$ cat src/rtl/telemetry_seq.sv
// Periodic telemetry sequencer: snapshots battery/current/torque on a period tick
// and walks UART_tx through an 8-byte AA,55,BATT,CURR,TORQUE frame.
module telemetry_seq #(
    parameter bit FAST_SIM = 1'b1
) (
    input  logic        clk,
    input  logic        rst,
    input  logic        en,
    input  logic [11:0] batt,
    input  logic [11:0] curr,
    input  logic [11:0] torque,
    input  logic        tx_done,
    output logic        trmt,
    output logic [7:0]  tx_data,
    output logic        busy,
    output logic        pkt_done
);

    localparam int CNT_W = FAST_SIM ? 12 : 20;
    localparam logic [CNT_W-1:0] CNT_ONE = 1;

    typedef enum logic [1:0] {IDLE, XMIT, WAIT} state_t;

    state_t           state, state_nxt;
    logic [CNT_W-1:0] cnt;
    logic             tick;
    logic             load;
    logic             done_nxt;
    logic [2:0]       idx, idx_nxt;
    logic [11:0]      sb, sc, st;
    logic [11:0]      sb_nxt, sc_nxt, st_nxt;

    function automatic logic [7:0] frame_byte(input logic [2:0] i, input logic [11:0] b,
                                              input logic [11:0] c, input logic [11:0] t);
        case (i)
            3'd0:    frame_byte = 8'hAA;
            3'd1:    frame_byte = 8'h55;
            3'd2:    frame_byte = {4'h0, b[11:8]};
            3'd3:    frame_byte = b[7:0];
            3'd4:    frame_byte = {4'h0, c[11:8]};
            3'd5:    frame_byte = c[7:0];
            3'd6:    frame_byte = {4'h0, t[11:8]};
            default: frame_byte = t[7:0];
        endcase
    endfunction

    // Free-running period counter; a tick is the all-ones value just before wrap.
    always_ff @(posedge clk or posedge rst) begin
        if (rst) begin
            cnt <= '0;
        end else begin
            cnt <= cnt + CNT_ONE;
        end
    end

    assign tick = &cnt;

    always_comb begin
        state_nxt = state;
        idx_nxt   = idx;
        load      = 1'b0;
        done_nxt  = 1'b0;
        case (state)
            IDLE: begin
                if (tick && en) begin
                    load      = 1'b1;
                    idx_nxt   = 3'd0;
                    state_nxt = XMIT;
                end
            end
            XMIT: state_nxt = WAIT;
            WAIT: begin
                if (tx_done) begin
                    if (idx == 3'd7) begin
                        state_nxt = IDLE;
                        done_nxt  = 1'b1;
                    end else begin
                        idx_nxt   = idx + 3'd1;
                        state_nxt = XMIT;
                    end
                end
            end
            default: state_nxt = IDLE;
        endcase
    end

    // Shadows only reload when a packet actually starts, so a dropped tick never disturbs them.
    assign sb_nxt = load ? batt   : sb;
    assign sc_nxt = load ? curr   : sc;
    assign st_nxt = load ? torque : st;

    always_ff @(posedge clk or posedge rst) begin
        if (rst) begin
            state    <= IDLE;
            idx      <= 3'd0;
            sb       <= '0;
            sc       <= '0;
            st       <= '0;
            tx_data  <= 8'h00;
            pkt_done <= 1'b0;
        end else begin
            state    <= state_nxt;
            idx      <= idx_nxt;
            sb       <= sb_nxt;
            sc       <= sc_nxt;
            st       <= st_nxt;
            tx_data  <= frame_byte(idx_nxt, sb_nxt, sc_nxt, st_nxt);
            pkt_done <= done_nxt;
        end
    end

    assign trmt = (state == XMIT);
    assign busy = (state != IDLE);

endmodule

$ cat config.mk
export PLATFORM = sky130hd
export DESIGN_NAME = telemetry_seq
export DESIGN_NICKNAME = d
export VERILOG_FILES = /design/src/rtl/telemetry_seq.sv
export SDC_FILE = /design/constraint.sdc
export NUM_CORES = 1
export LEC_CHECK = 0
export ABC_AREA = 1
export BUFFER_PORTS_ARGS = -buffer_cell sky130_fd_sc_hd__buf_2
export CELL_PAD_IN_SITES_DETAIL_PLACEMENT = 0
export CELL_PAD_IN_SITES_GLOBAL_PLACEMENT = 1
export CORE_AREA = 3 3 90 83
export DETAILED_ROUTE_END_ITERATION = 8
export DIE_AREA = 0 0 93 86
export PLACE_DENSITY = 0.92
export SYNTH_ARGS = -nofsm -noshare
export SYNTH_HDL_FRONTEND = slang
export SYNTH_SLANG_ARGS = --single-unit
$ cat constraint.sdc
create_clock -name clk -period 3.8 [get_ports clk]
set_input_delay 0.76 -clock clk [delete_from_list [all_inputs] [get_ports clk]]
set_output_delay 0.76 -clock clk [all_outputs]
set_load 0.01 [all_outputs]
* Yosys cells after proc, flatten, opt, wreduce, memory -nomap -nowiden *
Index checks and enable logic that the tools add are counted.

storage, ports and cells
  register bits = 62
  latch bits = 0
  RAM bits = 0
  memory bits (read-only) = 0
  bits of input ports = 40
  output and inout bits = 11
  word-level logic and storage cells = 44
  memories kept = 0

operators by class
  $add $sub $neg = 2
  multiply operators = 0
  div/mod/pow operators = 0
  magnitude comparators = 0
  eq/ne operators = 11
  shift operators = 0
  mux-type cells = 17
  bitwise logic cells = 0
  reduce and logical (&&, ||, !) cells = 6

operators by type and width
  operator                 number
  $pmux W8 S7              1
  $mux W12                 3
  $add A12 B1 Y12 const B  1
  $eq A3 B3 Y1 const B     4
  $reduce_and A12 Y1       1
  $mux W3                  3
  $eq A3 B2 Y1 const B     2
  $mux W1                  6
  $pmux W2 S3              1
  $pmux W3 S2              1
  $mux W2                  2
  $ne A2 B2 Y1 const B     2
  $add A3 B1 Y3 const B    1
  $eq A3 B1 Y1 const B     1
  $logic_not A3 Y1         1
  $eq A2 B1 Y1 const B     1
  $eq A2 B2 Y1 const B     1
  $logic_not A2 Y1         1
  $reduce_and A2 Y1        1
  $reduce_bool A2 Y1       1
  $logic_and A1 B1 Y1      1

* Logic depth before layout (Yosys ltp) *
  depth after elaboration = 6
  depth in mapped cells = 13
  depth with buffers taken out = 13

* Worst setup path after synthesis *
Ideal clock, no wire load.

  path type = in2reg
  start point = input port en
  end point = register tx_data[1]
  setup time = 0.068 ns
  arrival = 1.797 ns
  data required time = 3.732 ns
  setup slack = 1.935 ns
  cell stages on the path = 11
  path buffers = 1
  cells stage by stage = inv_1 -> nor2_1 -> nand3_2 -> nor2_8 -> nand2_4 -> nand2_4 -> buf_8 -> inv_4 -> nor3_4 -> nor2_1 -> nand3_1

between the ends
  cells in the longest elaborated chain, start to end = 5
  elaborated cells between the ends (all ways) = 16
  classes of those cells = 6 x eq/ne; 8 x mux; 2 x reduce/logical

ends and longest elaborated chain
  item                                  line  RTL
  start, declared                       8     input logic en,
  $logic_and A1 B1 Y1 (*)               65    if (tick && en) begin
  $mux W3 (*)                           65
  $pmux W3 S2 (*)                       63    case (state)
  net idx_nxt[0]                        29    logic [2:0] idx, idx_nxt;
  $eq A3 B3 Y1 (tied with other cells)  35    case (i)
  $pmux W8 S7 (*)                       35
  end signal, assigned                  107   tx_data <= frame_byte(idx_nxt, sb_nxt, sc_nxt, st_nxt);
  end, declared                         14    output logic [7:0] tx_data,

Mark *: on every way through the listed nets, which the timed path passes. The rest lies on a longest branch.
A chain may end at the register's enable or synchronous reset.

* Final worst setup path *
  start point = register state[1]
  end point = output port busy

between the ends
  cells in the longest elaborated chain, start to end = 1

ends and longest elaborated chain
  item                    line  RTL
  start, declared         24    state_t state, state_nxt;
  start signal, assigned  102   state <= state_nxt;
  $reduce_bool A2 Y1      113   assign busy = (state != IDLE);
  end, declared           15    output logic busy,

No other way between the ends.

==> results summary <==
The run finished with clean final reports. The synthesized netlist devotes less than 1% of its cell area to adder and majority cells. The post-detailed-routing wire length is 6.03 mm. The post-synthesis simple-gate area fraction came out at between 30% and 40%. Traced cell by cell, the critical path runs through nor2_2, inv_1, buf_2.

The post-route clock period utilization is 60.8%. The H-tree depth came out at 3. Overall power consumption after layout is estimated at around 1.3 mW. The setup clock skew after layout is 0.00626 ns. The depth of the worst register-to-register path is 11. Leaving out fill and tap cells, the most frequent cell in the layout is sky130_fd_sc_hd__nand2_1. The mean number of vias per cell is between 4 and 5. The die extent in y is around 86 um.

The final worst-path setup slack came out at ~1.5 ns. The sum of overflow across all layers after global routing came out at 0. The post-synthesis xor/xnor area fraction is approximately 3.0%. Entering global routing, the biggest net connects 39 pins. The via count of the first global-routing pass was around 2200. The share of synthesized area spent on multiplexers came out at 3.07%. The routability congestion estimate came out at between 0.8 and 0.9.

Before antenna repair, the detailed router went through 4 iterations. The count of final setup violators is 0. The maximum net fanout on the critical path came out at 15.

The number of remaining DRC errors is 0. The class of the most critical setup path is flip-flop to primary output. The cell area after synthesis came out at just under 0.003 sq mm. Global routing consumed, over all layers together, ~17% of the routing resources.

The flop-to-flop setup slack came out at roughly 1.6 ns. The count of buffers from port buffering came out at 50. In this run the clock root is driven by a sky130_fd_sc_hd__clkbuf_8.

The register bit count reported by yosys came out at between 60 and 70. The endpoint of the worst-slack reg-to-reg timing path is tx_data[3]$_DFF_PP0_. The cell family contributing the most delay on the critical path is simple AND/OR/NAND/NOR gates. The number of vias after detailed routing came out at between 2000 and 2500. The class of the worst hold path is flip-flop to flip-flop. The combined buffer and inverter count along the critical path came out at 2. The number of buffers added by the clock tree synthesis step came out at 9. The number of antenna diodes in the final layout is 0. The clock-pin slew of the registers on the worst-case setup and hold paths is roughly 0.070 ns. The peak ir drop on the vdd network came out at 0.204 mV.

STA classifies the critical path startpoint as a flip-flop. The worst register-to-register path begins at cnt[0]$_DFF_PP0_. Summing the areas of all compound-gate instances in the mapped netlist gives ~1.7% of the synthesized area. Data on the critical path is required at its endpoint by about 3.0 ns.

The slowest stage of the critical path belongs to the cell sky130_fd_sc_hd__nor2_2. The final total negative setup slack came out at 0 ns. The detailed placement HPWL is ~4.4 mm.

The number of antenna violations at the first check in global routing came out at 0. The arrival time of data at the critical path endpoint came out at 1.55 ns. Counting every sink on the clock net gives 62.

In the layout the commonest cells are sky130_fd_sc_hd__nand2_1, sky130_fd_sc_hd__dfrtp_1, sky130_fd_sc_hd__buf_2. Cells fill 52.2% of the core in the end. The detailed router's first-iteration violation count is 100. The initial utilization of the core area, before any placement, comes to between 40 and 50%. The average wire length per cell after detail routing came out at approximately 13 um. The startpoint of the tightest hold check path is cnt[0]$_DFF_PP0_.

The die footprint came out at roughly 0.008 sq mm. The clock passes through at most 2 buffers. At the pin with the least slew margin, the transition time is about 0.8 ns.

The global-route wire length before repair is 10.4 mm. Before CTS, the worst setup slack after placement is about 1.5 ns. The max-slew violation count is 0. The number of different library cells used by synthesis comes to 30. The power per cell area is between 300 and 400 mW/mm^2.

The achievable frequency came out at ~430 MHz. STA classifies the critical path endpoint as a primary output. The static leakage came out at about 2.0 nW. The floorplan step set the die width to around 93 um. The standard-cell row count came out at 28. The number of nets in the synthesized netlist is about 370. Clock latency on the worst-skew pair, taken at its later pin, is approximately 0.34 ns. The terminating pin of the worst hold path is cnt[0]$_DFF_PP0_.

The number of setup buffers added after CTS is 0. For this design the top-level I/O count stands at just over 50. The clock tree from TritonCTS is built. In the synthesized netlist, the number of instances is 325. Once detail routing completed, the nets flagged for antenna violations numbered 0.

The post-synthesis average cell area came out at roughly 9 sq um. Setup repair after global routing left no endpoint under its margin. Of the cells placed in the final design, the portion with a size suffix greater than 1 is 26.6%. The layout overhead on the synthesized area is 17.2%. The number of cells traversed by the worst hold path is 1. The sequential cell area fraction in the yosys report is 52.9%. Across the run, the number of max-cap violations was 0. The total of cells resized after clock tree synthesis came out at 0. The placeable core region came out at between 0.006 and 0.007 sq mm.

The count of warnings emitted by yosys came out at 0. The main combinational cell family by area after synthesis is simple AND/OR/NAND/NOR gates. The number of hold-slack violations in the final timing report came out at 0. Hold repair after CTS inserted 0 buffers. The worst slew slack as a fraction of its limit came out at a little under half. The time the worst path needs with I/O delays and setup is between 2 and 2.5 ns. The number of nets in the layout is 420. The delay contributed by the slowest stage of the critical path came out at 0.51 ns.
==> power breakdown <==
| part | internal [mW] | switching, mW |
|---|---|---|
| combinational | 0.0206 | 0.0406 |
| clock | 0.288 | 0.246 |
| sequential | 0.662 | 0.00316 |
==> through the flow <==
step,cells,hold WS [ns],area (sq um)
floorplan,325,0.422,2930
global placement,457,0.437,3250
detailed placement,457,0.444,3250
CTS,473,0.453,3440
global route,473,0.483,3440
finish,473,0.449,3440
==> cells by family after synthesis <==
logic type | count (synthesis)
AND/OR/NAND/NOR | 191
flip-flops | 62
buffers and inverters | 45
XOR/XNOR | 10
multiplexers | 8
AO/OA/AOI/OAI | 7
adder cells (fa/ha/maj) | 2
==> cell usage after synthesis (all sizes together) <==
| master | number | area (sq um) |
|---|---|---|
| o21bai | 1 | 7.51 |
| nor3 | 3 | 26.3 |
| and3 | 1 | 6.26 |
| clkbuf | 3 | 11.3 |
| nand3 | 45 | 230 |
| dfrtp | 62 | 1550 |
| buf | 7 | 50.0 |
| a21oi | 1 | 16.3 |
| clkinv | 1 | 3.75 |
| o21ai | 4 | 20.0 |
| xor2 | 8 | 70.1 |
| ha | 2 | 25.0 |
| inv | 34 | 130 |
| xnor2 | 2 | 17.5 |
| nand4 | 14 | 87.6 |
| mux2 | 8 | 90.1 |
| nor2 | 33 | 198 |
| nand2 | 95 | 384 |
| a22oi | 1 | 7.51 |
==> sequential cells by signal, indices dropped and copies added, names as in the netlist <==
| name | cells |
|---|---|
| cnt | 12 |
| sb | 12 |
| sc | 12 |
| st | 12 |
| tx_data | 8 |
| idx | 3 |
| state | 2 |
| pkt_done | 1 |
==> how the worst max path moves through the flow <==
stage | endpoint | cells after the start | start
floorplan | cnt[0]$_DFF_PP0_ | 1 | rst
global placement | tx_data[3]$_DFF_PP0_ | 11 | en
detailed placement | tx_data[3]$_DFF_PP0_ | 11 | en
CTS | busy | 3 | state[1]$_DFFE_PP0P_
global route | tx_data[3]$_DFF_PP0_ | 11 | cnt[0]$_DFF_PP0_
finish | busy | 3 | state[1]$_DFFE_PP0P_
==> cell type report <==
cell class / instances / area (sq um)
inverter: 35 / 134
tap: 90 / 113
sequential: 62 / 1550
fill: 645 / 3150
clock inverter: 3 / 17.5
multi-input combinational: 218 / 1190
timing repair buffer: 52 / 265
clock buffer: 13 / 169
==> metal layers <==
metal	vias to the layer above	share of wire (%)	global-route usage [%]
li1	1148	-	-
met1	1069	49	23.3
met2	48	44	24.1
met3	12	5.0	5.61
met4	0	1.4	5.33
met5	-	0	0
==> worst register-to-register path, stage by stage (launching register included) <==
cell,delay (ns)
sky130_fd_sc_hd__dfrtp_1,0.37
sky130_fd_sc_hd__ha_1,0.19
sky130_fd_sc_hd__nand2_1,0.12
sky130_fd_sc_hd__nor2_4,0.16
sky130_fd_sc_hd__nand2_4,0.10
sky130_fd_sc_hd__nor2_1,0.62
sky130_fd_sc_hd__nand3_1,0.17
sky130_fd_sc_hd__nand2_1,0.16
sky130_fd_sc_hd__nand3_1,0.08
sky130_fd_sc_hd__nand2_1,0.08
sky130_fd_sc_hd__nor2_1,0.05
sky130_fd_sc_hd__nand3_1,0.05
(Power assumes the default switching activity.)
